### src/rtl/rotate_through_carry_unit_if.sv
// Handshake and operand bus between the EX stage and the rotate-through-carry unit.
interface rotate_through_carry_unit_if;
  logic        start;
  logic        flush;
  logic        EX_de_rot_dir;
  logic [31:0] a;
  logic [31:0] b;
  logic [1:0]  datasize;
  logic        cf_in;
  logic        busy;
  logic        done;
  logic [31:0] rot_result;
  logic [31:0] rot_flags;

  modport master (
    output start, flush, EX_de_rot_dir, a, b, datasize, cf_in,
    input  busy, done, rot_result, rot_flags
  );

  modport slave (
    input  start, flush, EX_de_rot_dir, a, b, datasize, cf_in,
    output busy, done, rot_result, rot_flags
  );
endinterface

### src/rtl/rotate_through_carry_unit.sv
// Iterative RCL/RCR unit: rotates a W-bit operand (W = 8/16/32) through CF
// one bit per clock and returns the result plus an EFLAGS-format flags word.
module rotate_through_carry_unit #(
  parameter int DATA_W = 32,
  parameter int CNT_W  = 6
) (
  input logic                        clk,
  input logic                        reset,
  rotate_through_carry_unit_if.slave bus
);

  typedef enum logic [1:0] {
    S_IDLE,
    S_ROT,
    S_DONE
  } state_t;

  state_t              state;
  logic                dir_q;
  logic [1:0]          size_q;
  logic [DATA_W-1:0]   data_q;
  logic                carry_q;
  logic [CNT_W-1:0]    cnt_q;
  logic                busy_q;
  logic                done_q;
  logic [DATA_W-1:0]   result_q;
  logic [31:0]         flags_q;

  logic [4:0]          c5;
  logic [4:0]          eff;
  logic [DATA_W-1:0]   a_masked;
  logic [DATA_W-1:0]   step_data;
  logic                step_carry;
  logic                step_of;
  logic [4:0]          msb_q;
  logic [4:0]          msb_m1;

  // Only the low five count bits and the low operand bits matter.
  logic unused_bits;
  assign unused_bits = &{1'b0, bus.b[31:5]};

  function automatic logic [DATA_W-1:0] size_mask(input logic [1:0] size);
    case (size)
      2'd0:    size_mask = DATA_W'(32'h0000_00FF);
      2'd1:    size_mask = DATA_W'(32'h0000_FFFF);
      default: size_mask = '1;
    endcase
  endfunction

  function automatic logic [4:0] size_msb(input logic [1:0] size);
    case (size)
      2'd0:    size_msb = 5'd7;
      2'd1:    size_msb = 5'd15;
      default: size_msb = 5'd31;
    endcase
  endfunction

  function automatic logic [31:0] make_flags(input logic of, input logic cf);
    make_flags     = '0;
    make_flags[11] = of;
    make_flags[0]  = cf;
  endfunction

  // Accept-cycle decode: effective count reduced modulo the ring length.
  // NOTE: every always_comb output gets a default first so no latch is inferred.
  always_comb begin
    c5       = bus.b[4:0];
    eff      = c5;
    a_masked = bus.a[DATA_W-1:0] & size_mask(bus.datasize);
    case (bus.datasize)
      2'd0: begin
        if (c5 >= 5'd27)      eff = c5 - 5'd27;
        else if (c5 >= 5'd18) eff = c5 - 5'd18;
        else if (c5 >= 5'd9)  eff = c5 - 5'd9;
      end
      2'd1: begin
        if (c5 >= 5'd17) eff = c5 - 5'd17;
      end
      default: eff = c5;
    endcase
  end

  // One-bit rotate of the (W+1)-bit ring {carry, data} and the OF it implies.
  always_comb begin
    msb_q      = size_msb(size_q);
    msb_m1     = msb_q - 5'd1;
    step_data  = '0;
    step_carry = 1'b0;
    step_of    = 1'b0;
    if (!dir_q) begin
      step_carry = data_q[msb_q];
      step_data  = ((data_q << 1) | DATA_W'(carry_q)) & size_mask(size_q);
      step_of    = step_data[msb_q] ^ step_carry;
    end else begin
      step_carry = data_q[0];
      step_data  = (data_q >> 1) | (DATA_W'(carry_q) << msb_q);
      step_of    = step_data[msb_q] ^ step_data[msb_m1];
    end
  end

  // Control FSM with registered handshake and result outputs.
  // NOTE: sequential state uses non-blocking assignments so every register
  // samples the pre-edge values of the others.
  always_ff @(posedge clk) begin
    if (reset || bus.flush) begin
      state    <= S_IDLE;
      dir_q    <= 1'b0;
      size_q   <= 2'd0;
      data_q   <= '0;
      carry_q  <= 1'b0;
      cnt_q    <= '0;
      busy_q   <= 1'b0;
      done_q   <= 1'b0;
      result_q <= '0;
      flags_q  <= '0;
    end else begin
      case (state)
        S_IDLE: begin
          if (bus.start) begin
            dir_q   <= bus.EX_de_rot_dir;
            size_q  <= bus.datasize;
            data_q  <= a_masked;
            carry_q <= bus.cf_in;
            cnt_q   <= CNT_W'(eff);
            busy_q  <= 1'b1;
            if (eff == 5'd0) begin
              state    <= S_DONE;
              done_q   <= 1'b1;
              result_q <= a_masked;
              flags_q  <= make_flags(1'b0, bus.cf_in);
            end else begin
              state <= S_ROT;
            end
          end
        end
        S_ROT: begin
          data_q  <= step_data;
          carry_q <= step_carry;
          cnt_q   <= cnt_q - CNT_W'(1);
          if (cnt_q == CNT_W'(1)) begin
            state    <= S_DONE;
            done_q   <= 1'b1;
            result_q <= step_data;
            flags_q  <= make_flags(step_of, step_carry);
          end
        end
        S_DONE: begin
          state  <= S_IDLE;
          done_q <= 1'b0;
          busy_q <= 1'b0;
        end
        default: state <= S_IDLE;
      endcase
    end
  end

  assign bus.busy       = busy_q;
  assign bus.done       = done_q;
  assign bus.rot_result = 32'(result_q);
  assign bus.rot_flags  = flags_q;

endmodule
### src/flat_wrapper.sv
// flat-port wrapper written by rule: the top's interface ports become plain ports
module rotate_through_carry_unit_flat 
#(
  parameter int DATA_W = 32,
  parameter int CNT_W  = 6
)
  (clk, reset, bus_start, bus_flush, bus_EX_de_rot_dir, bus_a, bus_b, bus_datasize, bus_cf_in, bus_busy, bus_done, bus_rot_result, bus_rot_flags);
  rotate_through_carry_unit_if bus_i ();
  input logic clk;
  input logic reset;
  input wire logic [$bits(bus_i.start)-1:0] bus_start;
  input wire logic [$bits(bus_i.flush)-1:0] bus_flush;
  input wire logic [$bits(bus_i.EX_de_rot_dir)-1:0] bus_EX_de_rot_dir;
  input wire logic [$bits(bus_i.a)-1:0] bus_a;
  input wire logic [$bits(bus_i.b)-1:0] bus_b;
  input wire logic [$bits(bus_i.datasize)-1:0] bus_datasize;
  input wire logic [$bits(bus_i.cf_in)-1:0] bus_cf_in;
  output wire logic [$bits(bus_i.busy)-1:0] bus_busy;
  output wire logic [$bits(bus_i.done)-1:0] bus_done;
  output wire logic [$bits(bus_i.rot_result)-1:0] bus_rot_result;
  output wire logic [$bits(bus_i.rot_flags)-1:0] bus_rot_flags;
  assign bus_i.start = bus_start;
  assign bus_i.flush = bus_flush;
  assign bus_i.EX_de_rot_dir = bus_EX_de_rot_dir;
  assign bus_i.a = bus_a;
  assign bus_i.b = bus_b;
  assign bus_i.datasize = bus_datasize;
  assign bus_i.cf_in = bus_cf_in;
  assign bus_busy = bus_i.busy;
  assign bus_done = bus_i.done;
  assign bus_rot_result = bus_i.rot_result;
  assign bus_rot_flags = bus_i.rot_flags;
  rotate_through_carry_unit #(.DATA_W(DATA_W), .CNT_W(CNT_W)) u_core (.clk(clk), .reset(reset), .bus(bus_i));
endmodule
### config.mk
export PLATFORM = sky130hd
export DESIGN_NAME = rotate_through_carry_unit_flat
export DESIGN_NICKNAME = d
export VERILOG_FILES = /design/src/rtl/rotate_through_carry_unit_if.sv /design/src/rtl/rotate_through_carry_unit.sv /design/src/flat_wrapper.sv
export SDC_FILE = /design/constraint.sdc
export NUM_CORES = 1
export LEC_CHECK = 0
export BUFFER_PORTS_ARGS = -buffer_cell sky130_fd_sc_hd__buf_2
export CORE_AREA = 10 10 105 107
export DETAILED_ROUTE_END_ITERATION = 8
export DIE_AREA = 0 0 115 117
export GPL_TIMING_DRIVEN = 0
export PLACE_DENSITY_LB_ADDON = 0.05
export SYNTH_ARGS = -nofsm -noshare
export SYNTH_HDL_FRONTEND = slang
export SYNTH_SLANG_ARGS = --single-unit
### constraint.sdc
create_clock -name clk -period 4.7 [get_ports clk]
set_input_delay 0.705 -clock clk [delete_from_list [all_inputs] [get_ports clk]]
set_output_delay 0.705 -clock clk [all_outputs]
set_load 0.01 [all_outputs]
Yosys cells after proc, flatten, opt, wreduce, memory -nomap -nowiden --
Cells that the tools add are included. Widths: inputs -> output; s select.
Operators by class: add/sub/neg operators 6, $lt $le $gt $ge 6, eq/ne operators 8, shifts and indexed selects 1, muxes and demuxes 44, bitwise gates (word level) 6, reduce and logical (&&, ||, !) cells 14
Operators with widths (number):
- $pmux 32 s2 | 5
- $mux 32 | 9
- $and 32x32->32 | 2
- $or 31x32->32 | 1
- $or 32x1->32 | 1
- $shl 1x5->32 | 1
- $bmux 1 s5 | 4
- $mux 5 | 4
- $pmux 5 s2 | 2
- $ge 5x5->1 const B | 3
- $sub 5x5->5 const B | 3
- $lt 5x6->1 const B | 2
- $pmux 6 s2 | 1
- $mux 1 | 11
- $reduce_and 2->1 | 4
- $reduce_and 4->1 | 2
- $eq 2x1->1 const B | 3
- $eq 6x1->1 const B | 1
- $logic_not 2->1 | 3
- $mux 2 | 3
- $mux 6 | 1
- $sub 6x1->6 const B | 1
- $ge 5x4->1 const B | 1
- $logic_not 5->1 | 1
- other kinds (12) | 16
Word-level totals: bits in registers 110, bits of input ports 72, output and inout port bits 66, logic and storage cells 95

Logic depth before layout (Yosys ltp) --
depth in word-level cells 10, depth in mapped cells 13, depth with buffers taken out 9

Worst setup path after synthesis --
No wires, ideal clock.
path kind input port to flip-flop, from input bus_b[2], to register u_core.result_q[31], in the netlist u_core.bus.rot_result[31], library setup time 0.122 ns, arrival time 3.021 ns, data required time 4.578 ns, setup slack 1.558 ns, stages 12, path buffers 3, cell sequence buf_6 > inv_1 > ha_1 > a211o_2 > and2_1 > or4_4 > a32oi_2 > nand3_2 > o21a_1 > buf_6 > buf_12 > mux2i_1
Between the ends: cells in the longest elaborated chain, start to end 8, elaborated cells between the ends (all ways) 16, classes of those cells add/sub (4); order compare (4); eq/ne (1); mux (5); reduce/logical (2)
Ends and longest elaborated chain:
- start: declaration | RTL line flat_wrapper.sv:15 | input wire logic [$bits(bus_i.b)-1:0] bus_b;
- $sub 5x4->5 / $ge 5x4->1 (equally long branches) | RTL line rotate_through_carry_unit.sv:74 | else if (c5 >= 5'd9) eff = c5 - 5'd9;
- $mux 5 | RTL line rotate_through_carry_unit.sv:74
- $mux 5 | RTL line rotate_through_carry_unit.sv:73 | else if (c5 >= 5'd18) eff = c5 - 5'd18;
- $mux 5 | RTL line rotate_through_carry_unit.sv:72 | if (c5 >= 5'd27) eff = c5 - 5'd27;
- $pmux 5 s2 (*) | RTL line rotate_through_carry_unit.sv:70 | case (bus.datasize)
- $logic_not 5->1 (*) | RTL line rotate_through_carry_unit.sv:126 | if (eff == 5'd0) begin
- $ne 2x1->1 (no line) (*)
- $reduce_and 4->1 (no line) (*)
- end signal: assignment | RTL line rotate_through_carry_unit.sv:129 | result_q <= a_masked;
- end signal: assignment | RTL line rotate_through_carry_unit.sv:143 | result_q <= step_data;
- end: declaration | RTL line rotate_through_carry_unit.sv:26 | logic [DATA_W-1:0] result_q;
Mark *: on every way between the ends. The rest lies on a longest branch, timed or not. A chain may end at the register's enable or synchronous reset.

Final worst setup path --
from input bus_b[2], to register u_core.result_q[14], in the netlist u_core.bus.rot_result[14]
The elaborated chain is that of the path after synthesis.

==> metrics.log <==
INFO  metric clock_skew = 13.8 ps
INFO  metric yosys_warnings = 0
INFO  metric die_area = 0.0135 sq mm
INFO  metric vias_per_cell = 5.54
INFO  metric final.min_clock_period = 3190 ps
INFO  metric crit-reg2reg-launch = u_core.state[1]
INFO  metric grt_pass1_vias = 4726
INFO  metric seq_area_frac_synth = 32.5%
INFO  metric hold_path.startpoint = u_core.bus.rot_result[12]
INFO  metric grt_pass1_wl = 23000 um
INFO  metric gp_congestion = 0.907
INFO  metric irDropWorstVdd = 0.203 mV
INFO  metric chipHeight = 117 um
INFO  metric r2r_setup_slack = 2640 ps
INFO  metric cts_inserted_buffers = 9
INFO  metric worst_setup_hold_path_clk_slew = 90 ps
INFO  metric synthArstFlopShare = 0%
INFO  metric worst_reg2reg_endpoint = u_core.bus.rot_result[29]
INFO  metric utilization = 64.4%
INFO  metric coreArea = 0.00902 sq mm
INFO  metric worst_ep_arrival_time = 3480 ps
INFO  metric design_power_total = 1.61 mW
INFO  metric drt.antenna.violating_nets = 0
INFO  metric layout_common_cells = sky130_fd_sc_hd__nand2_1 (126), sky130_fd_sc_hd__buf_2 (80), sky130_fd_sc_hd__dfxtp_1 (80)
INFO  metric drt-wirelength-per-cell = 16.4 um
INFO  metric clock_sink_count = 80
INFO  metric syn_avg_cell_area = 7.59 sq um
INFO  metric io_pins = 138
INFO  metric report.final.setup_viol = 0
INFO  metric grt-ovfl-total = 0
INFO  metric post_synth_xor_area_fraction = 0.533%
INFO  metric critPathCaptureType = flip-flop
INFO  metric post-cts-setup-buffer-count = 0
INFO  metric worst_slew_pin_slew = 789 ps
INFO  metric detailed_route_wire_length = 14500 um
INFO  metric nNetsFinal = 849
INFO  metric route.vias.total = 4906
INFO  metric p_leak = 2.60 nW
INFO  metric place_ws = 1180 ps
INFO  metric cts_root_buffer = sky130_fd_sc_hd__clkbuf_8
INFO  metric area_delta_synth_final = 17.7%
INFO  metric hold_path_end = u_core.bus.rot_result[12]
INFO  metric post_route_cells_drive_above_1_share = 21.3%
INFO  metric relSlewSlack = 47.2%
INFO  metric yosys.area_share.adder = 2.03%
INFO  metric post_dp_cell_area = 0.00558 sq mm
INFO  metric grt_max_degree = 16
INFO  metric ys_seq_elements = 80
INFO  metric number_of_max_slew_violations_in_the_final_report = 0
INFO  metric holdPathStages = 2
INFO  metric power.share.clock = 36.7%
INFO  metric kind_of_critical_path = input pin to flip-flop
INFO  metric synth_unique_cells = 64
INFO  metric drt_first_iter_violations = 253
INFO  metric die_w = 115 um
INFO  metric n_antenna_cell = 0
INFO  metric filler_cell_count = 865
INFO  metric postCtsHoldBufs = 0
INFO  metric synth_top_family_by_area = simple AND/OR/NAND/NOR gates
INFO  metric power.density_cell_area = 276 mW/mm^2
INFO  metric post-route-worst-setup-slack = 1510 ps
INFO  metric final.setup.tns = 0 ps
INFO  metric result_of_the_run = complete, no violations
INFO  metric hold_viol = 0
INFO  metric worst_case_clock_buffer_depth = 2
INFO  metric maximum_level_of_the_cts_h_tree = 3
INFO  metric most_common_cell_after_layout_fill_and_taps_aside = sky130_fd_sc_hd__nand2_1
INFO  metric core.rowCount = 35
INFO  metric seq_power_share = 44.2%
INFO  metric regArea = 0.00160 sq mm
INFO  metric fin_crit_sh = 68.0%
INFO  metric mux_cell_area_share_after_synthesis = 9.56%
INFO  metric share_of_total_power_in_combinational_logic = 19.1%
INFO  metric cts.repair.resized = 0
INFO  metric multiInputGateArea = 0.00285 sq mm
INFO  metric drt_pre_antenna_iters = 5
INFO  metric critical_path_required = 4980 ps
INFO  metric synth_compound_area_share = 20.7%
INFO  metric power.internal = 1.13 mW
INFO  metric holdCritPathClass = flip-flop to flip-flop
INFO  metric yosys_most_used_dff = sky130_fd_sc_hd__dfxtp_1
INFO  metric place.port_buffers = 79
INFO  metric post_synth_and_or_nand_nor_area_fraction = 22.5%
INFO  metric tritoncts = yes
INFO  metric switching_share = 29.9%
INFO  metric post_layout_nonfiller_instances = 885
INFO  metric path_max_fanout = 10
INFO  metric fin_area = 0.00581 sq mm
INFO  metric antenna_found_initial = 0
INFO  metric postSynthCellCount = 650
INFO  metric rr_worst_depth = 7
INFO  metric max_freq = 313 MHz
INFO  metric rsz0062_at_grt = no
INFO  metric globalRouteTotalUtil = 20.9%
INFO  metric drv.max_cap_violation_count = 0
INFO  metric netSwitchingPower = 0.481 mW
INFO  metric drc_viols = 0
INFO  metric place_inst = 869
INFO  metric place.detailed.hpwl = 11000 um
INFO  metric synthesis.area = 0.00493 sq mm
INFO  metric initial_core_util = 54.7%
INFO  metric timing.critical_path.from_type = input pin
INFO  metric clock_insertion_delay_worst_skew = 370 ps
INFO  metric whs = 457 ps
INFO  metric synth_edf_count = 0
-- Yosys cell counts (3+ instances only) --
master,instances,area share [%]
sky130_fd_sc_hd__nand2b_1,5,0.63
sky130_fd_sc_hd__or2_2,3,0.38
sky130_fd_sc_hd__o21ai_0,65,6.6
sky130_fd_sc_hd__dfxtp_1,80,32
sky130_fd_sc_hd__o31ai_1,5,0.76
sky130_fd_sc_hd__buf_12,3,1.2
sky130_fd_sc_hd__a22oi_1,6,0.91
sky130_fd_sc_hd__nand3_1,3,0.30
sky130_fd_sc_hd__o2111ai_1,4,0.71
sky130_fd_sc_hd__a211oi_1,4,0.61
sky130_fd_sc_hd__dlygate4sd3_1,3,0.61
sky130_fd_sc_hd__and3_1,5,0.63
sky130_fd_sc_hd__buf_4,31,4.7
sky130_fd_sc_hd__nor2b_1,5,0.63
sky130_fd_sc_hd__buf_6,6,1.4
sky130_fd_sc_hd__mux2i_1,46,9.3
sky130_fd_sc_hd__nor3b_1,6,0.91
sky130_fd_sc_hd__and3_2,11,1.7
sky130_fd_sc_hd__inv_1,12,0.91
sky130_fd_sc_hd__nor2_1,59,4.5
sky130_fd_sc_hd__a31oi_1,5,0.63
sky130_fd_sc_hd__nor3_1,8,0.81
sky130_fd_sc_hd__clkbuf_1,35,2.7
sky130_fd_sc_hd__a221oi_1,3,0.53
sky130_fd_sc_hd__a21oi_1,59,6.0
sky130_fd_sc_hd__nand4_1,3,0.38
sky130_fd_sc_hd__ha_1,8,2.0
sky130_fd_sc_hd__nand2_1,126,9.6
-- power groups by stage --
stage / clock (mW) / sequential [mW] / combinational, mW
finish: 0.590 / 0.709 / 0.307
global route: 0.623 / 0.711 / 0.335
global placement: 0 / 0.724 / 0.297
detailed placement: 0 / 0.724 / 0.300
floorplan: 0 / 0.724 / 0.215
CTS: 0.591 / 0.709 / 0.301
-- logic make-up (layout without fill, tap and decap cells) --
group / count (synthesis) / count (layout)
DFF: 80 / 80
buffers and inverters: 94 / 189
AOI/OAI and AO/OA: 171 / 171
other: 1 / 30
muxes: 47 / 47
and+or+nand+nor: 246 / 246
adders and majority gates: 8 / 8
xor gates and xnor gates: 3 / 3
-- worst max-delay path: stages --
cell                      delay, ps
sky130_fd_sc_hd__buf_2          100
sky130_fd_sc_hd__buf_6          130
sky130_fd_sc_hd__inv_1           80
sky130_fd_sc_hd__ha_1           200
sky130_fd_sc_hd__a211o_2        360
sky130_fd_sc_hd__and2_1         210
sky130_fd_sc_hd__or4_4          520
sky130_fd_sc_hd__a32oi_2        320
sky130_fd_sc_hd__nand3_2        160
sky130_fd_sc_hd__o21a_1         200
sky130_fd_sc_hd__buf_6          150
sky130_fd_sc_hd__buf_12         150
sky130_fd_sc_hd__mux2i_1        170
-- worst max path at each step --
stage	start	to	slack, ps	cells after the start
6_report	bus_b[2]	u_core.bus.rot_result[14]	1510	13
2_1_floorplan	bus_b[2]	u_core.bus.rot_result[31]	1560	12
4_1_cts	bus_b[2]	u_core.bus.rot_result[14]	1540	13
5_1_grt	bus_b[2]	u_core.bus.rot_result[5]	1390	13
3_3_place_gp	bus_b[1]	u_core.bus.rot_result[29]	1160	13
3_5_place_dp	bus_b[2]	u_core.bus.rot_result[30]	1180	13
-- state kept, by name, indices dropped and copies added, names as in the netlist --
register               cells
u_core.bus.rot_result     32
u_core.data_q             32
u_core.cnt_q               6
u_core.bus.rot_flags       2
u_core.size_q              2
u_core.state               2
u_core.bus.busy            1
u_core.bus.done            1
u_core.carry_q             1
u_core.dir_q               1
-- final cells by class --
cell class | count | area share [%]
multi-input combinational | 505 | 49.1
sequential | 80 | 27.6
buffer | 82 | 9.50
timing repair buffer | 79 | 6.81
tap | 111 | 2.39
clock buffer | 9 | 2.13
clock inverter | 7 | 1.77
inverter | 12 | 0.776
-- routing by layer --
metal / track usage [%] / share of wire (%) / vias up
met2: 33.7 / 46 / 188
met4: 10.9 / 3.9 / 0
met5: 0 / 0 / -
met3: 4.99 / 8.6 / 37
met1: 25.4 / 42 / 2260
li1: - / - / 2421
No activity file was read; power rests on OpenSTA's default activity.
